**config.mk**
```make
export PLATFORM = sky130hd
export DESIGN_NAME = eprom_read_ctrl
export DESIGN_NICKNAME = d
export VERILOG_FILES = /design/src/rtl/eprom_read_ctrl.sv
export SDC_FILE = /design/constraint.sdc
export NUM_CORES = 1
export LEC_CHECK = 0
export ABC_AREA = 1
export BUFFER_PORTS_ARGS = -buffer_cell sky130_fd_sc_hd__buf_2
export CAP_MARGIN = 25
export CORE_UTILIZATION = 42
export CTS_CLUSTER_SIZE = 20
export DETAILED_ROUTE_END_ITERATION = 7
export PLACE_DENSITY = 0.76
export SLEW_MARGIN = 10
export SYNTH_ARGS = -nofsm -noshare
export SYNTH_HDL_FRONTEND = slang
export SYNTH_SLANG_ARGS = --single-unit
```
**constraint.sdc**
```tcl
create_clock -name clk -period 1.28 [get_ports clk]
set_input_delay 0.192 -clock clk [delete_from_list [all_inputs] [get_ports clk]]
set_output_delay 0.192 -clock clk [all_outputs]
set_load 0.02 [all_outputs]
```
**src/rtl/eprom_read_ctrl.sv**
```systemverilog
// eprom_read_ctrl: valid/ready read initiator for a 2732-style asynchronous EPROM
module eprom_read_ctrl #(
   parameter int ADDR_W  = 12,
   parameter int DATA_W  = 8,
   parameter int T_SETUP = 1,
   parameter int T_ACC   = 4,
   parameter int T_REC   = 1
) (
   input  logic              clk,
   input  logic              reset,
   input  logic              req_valid,
   output logic              req_ready,
   input  logic [ADDR_W-1:0] req_addr,
   output logic              rsp_valid,
   input  logic              rsp_ready,
   output logic [DATA_W-1:0] rsp_data,
   output logic              busy,
   output logic [ADDR_W-1:0] rom_a,
   output logic              rom_e_n,
   output logic              rom_g_n,
   input  logic [DATA_W-1:0] rom_q
);
   localparam int T_MAX = (T_SETUP > T_ACC) ? ((T_SETUP > T_REC) ? T_SETUP : T_REC)
                                            : ((T_ACC > T_REC) ? T_ACC : T_REC);
   localparam int CW = $clog2(T_MAX + 1);
   localparam logic [CW-1:0] LD_S = CW'((T_SETUP > 0) ? T_SETUP - 1 : 0);
   localparam logic [CW-1:0] LD_A = CW'(T_ACC - 1);
   localparam logic [CW-1:0] LD_R = CW'((T_REC > 0) ? T_REC - 1 : 0);
   typedef enum logic [2:0] {IDLE, SETUP, ACCESS, RESP, RECOVER} state_t;
   state_t state, state_nx;
   logic [CW-1:0] cnt, cnt_nx;
   logic last;
   assign last      = (cnt == '0);
   assign req_ready = (state == IDLE) && !reset;
   assign busy      = (state != IDLE);
   // next state and counter reload on every state entry
   always_comb begin
      state_nx = state;
      cnt_nx   = last ? cnt : cnt - 1'b1;
      case (state)
         IDLE: begin
            if (req_valid) begin
               state_nx = (T_SETUP > 0) ? SETUP : ACCESS;
               cnt_nx   = (T_SETUP > 0) ? LD_S : LD_A;
            end
         end
         SETUP: begin
            if (last) begin
               state_nx = ACCESS;
               cnt_nx   = LD_A;
            end
         end
         ACCESS: begin
            if (last) begin
               state_nx = RESP;
               cnt_nx   = '0;
            end
         end
         RESP: begin
            if (rsp_ready) begin
               state_nx = (T_REC > 0) ? RECOVER : IDLE;
               cnt_nx   = (T_REC > 0) ? LD_R : '0;
            end
         end
         RECOVER: begin
            if (last) begin
               state_nx = IDLE;
               cnt_nx   = '0;
            end
         end
         default: begin
            state_nx = IDLE;
            cnt_nx   = '0;
         end
      endcase
   end
   // state, strobes, address latch and response capture; strobes are low exactly while in ACCESS
   always_ff @(posedge clk) begin
      if (reset) begin
         state     <= IDLE;
         cnt       <= '0;
         rom_a     <= '0;
         rom_e_n   <= 1'b1;
         rom_g_n   <= 1'b1;
         rsp_valid <= 1'b0;
         rsp_data  <= '0;
      end else begin
         state     <= state_nx;
         cnt       <= cnt_nx;
         rom_e_n   <= (state_nx != ACCESS);
         rom_g_n   <= (state_nx != ACCESS);
         rsp_valid <= (state_nx == RESP);
         if (state == IDLE && req_valid) rom_a <= req_addr;
         if (state == ACCESS && last) rsp_data <= rom_q;
      end
   end
endmodule

```
==> results.toml <==
[job]
drv_cap = 0

[timing]
finalClockSkew_ns = 0.00530
rsz0062_at_grt = "true"
min_period_over_period = 1.02
drv_slew = 0
layout_setup_ws_ns = -0.0290
slew_headroom = 0.882
timing.setup.tns_ns = -0.0479
hold_viol_final = 0
fmaxAchievable_ghz = 0.764
setup_violations = 2
holdWs_ns = 0.0824
tightestPinTransition_ns = 0.176
finalCriticalPeriod_ns = 1.31

[route]
first_pass_iters = 4
wl_mm = 2.53
drc = 0
drtIter0Drc = 12
postRouteAntennaNets = 0
wl_per_cell_um = 9.98
via_per_inst = 4.67
vias = 1181

[hold_path]
whs_endpoint = "rsp_data[0]"
holdPathStages = 3
min_from = "rom_q[0]"
min_path_type = "input pin to flop"

[global_route]
grt_antenna_before_repair = 0
grt_pass1_vias = 1010
grt_pass1_wl_mm = 4.18
grt_max_degree = 25
track_usage = 0.163
overflow = 0

[synth]
ys_seq_area_frac = 0.458
syn_nets = 192
yosys_warnings = 0
synthFlopType = "dfxtp_1"
post-synth-top-count-cell = "nor2_1"
ys_top_cells_by_count = "nor2_1 (29), dfxtp_1 (28), inv_1 (20)"
async_flop_share = 0
yosysUniqueCellTypes = 20
synth.top_cell.area_share = 0.458
synthTopCellsByArea = "dfxtp_1 (46%), nor2_1 (8.9%), a21oi_1 (6.1%), inv_1 (6.1%), nand2_1 (5.8%)"
ys_ff_latch = 28
syn-instance-count = 164
synth_edf_count = 0
syn_area_sq_um = 1220
yosys.area.top_type = "dfxtp_1"
postSynthAreaPerCell_sq_um = 7.47

[worst_setup_path]
critPathMaxStageDelay_ns = 0.35
crit_fanout = 5
reg2reg_setup_slack_ns = -0.03
r2r_cells = 9
cp_slowest_cell = "dfxtp_2"
worstPathRequired_ns = 1.51
critPathKind = "flop to flop"
start_kind = "flop"
critPathArrivalTime_ns = 1.54
end_kind = "flop"
worst_r2r_endpoint = "cnt[0]"
r2r-start = "cnt[0]"
crit_chain = "inv_2, ha_4, nand2_8, ha_4, nor2_2, nand3_1, o21ai_1, nor2_1, nor2_1"

[cts]
cts_htree_levels = 1
cts_tree = "done"
clk_pin_slew_ns = 0.15
cts_inserted_buffers = 3
cts_buffer_depth = 2
clock_latency_ns = 0.32
clock-sinks = 28
cts_root_buf = "clkbuf_4"

[place]
gp_congestion = 0.882
post-place-ws_ns = -0.0833
dp_hpwl_mm = 1.85
numPortBuffers = 48

[layout]
fin_util = 0.609
diodes = 0
fin_nets = 251
n_fill_cell = 254
drive_gt1_frac = 0.387
area_growth_pct = 37.1

[power]
ir_worst_vdd_uv = 1690
p_per_area_nw_per_um2 = 2220
p_leak_nw = 0.862

[die]
ios = 49
die-area_sq_um = 3140
die_y_um = 56.0
core_area_sq_um = 2760
start_util = 0.444
row_count = 19
die_w_um = 56.0

[outcome]
status = "complete, but fails checks"
violations = "negative setup slack"
-- how the worst max path moves through the flow --
stage,to,depth (start not counted),from
after floorplan,cnt[0],9,cnt[0]
after global placement,cnt[0],9,cnt[1]
after detailed placement,cnt[0],8,cnt[1]
after CTS,cnt[0],9,cnt[0]
after global routing,cnt[0],9,cnt[0]
final,cnt[0],9,cnt[0]
-- through the flow --
stage / instance area [sq um] / std cells / total power (W)
2_1_floorplan: 1260 / 164 / 0.00252
3_3_place_gp: 1580 / 246 / 0.00302
3_5_place_dp: 1580 / 246 / 0.00304
4_1_cts: 1660 / 251 / 0.00371
5_1_grt: 1680 / 253 / 0.00399
6_report: 1680 / 253 / 0.00373
-- report_power, final --
group	total, W	internal, W	switching, W
combinational	0.00188	0.000757	0.00112
sequential	0.00129	0.00114	0.000153
clock	0.000564	0.000316	0.000248
total	0.00373	0.00221	0.00152
-- kinds of logic (layout without fill, tap and decap cells) --
family          Yosys count  count (layout)  share of synthesized area
compound gates           39              39                      0.159
fa+ha+maj                 4               4                     0.0409
buf+inv                  29              87                      0.106
simple gates             64              64                      0.236
flops                    28              28                      0.458
-- repair_timing --
action	in CTS	in global routing
endpoints found under the setup margin	4	20
resized for setup	12	5
setup buffers	1	2
pin swaps	3	2
hold buffers	0	0
-- flip-flops by register name (all words and copies together) (netlist names) --
signal,cells
rom_a,12
rsp_data,8
cnt,3
state,3
rom_g_n,1
rsp_valid,1
-- layer usage --
metal  track usage  wire [um]  vias to the layer above
met4        0.0314         13                        0
met3        0.0372        114                        2
met2         0.293       1180                       32
met1         0.200       1210                      515
met5             0          0                        -
li1              -          -                      632
-- cells in the final DEF (no fill, tap or decap), drive strengths merged --
cell type and count:
inv 23, nor3 1, nand2 21, o21ai 24, a21oi 15, ha 4, nand3 8, dfxtp 28
clkinv 1, clkbuf 3, bufinv 1, nor2 34, buf 59
-- area by class of cell --
type                    count  area [sq um]  share of cell area
multi-input cells         107           587               0.349
flip-flops and latches     28           571               0.340
repair buffers             59           338               0.201
inverters                  24          92.6              0.0551
well taps                  31          38.8              0.0231
clock inverters             1          30.0              0.0179
clock buffers               3          22.5              0.0134
-- critical path, delay by kind of cell (launching register included) --
family                     cells  cell delay (ns)
buffers and inverters          1             0.07
and+or+nand+nor                5             0.29
AOI/OAI and AO/OA              1             0.07
DFF                            1             0.35
adders and majority gates      2             0.44
Note: power is estimated with default switching activity, not from simulation.
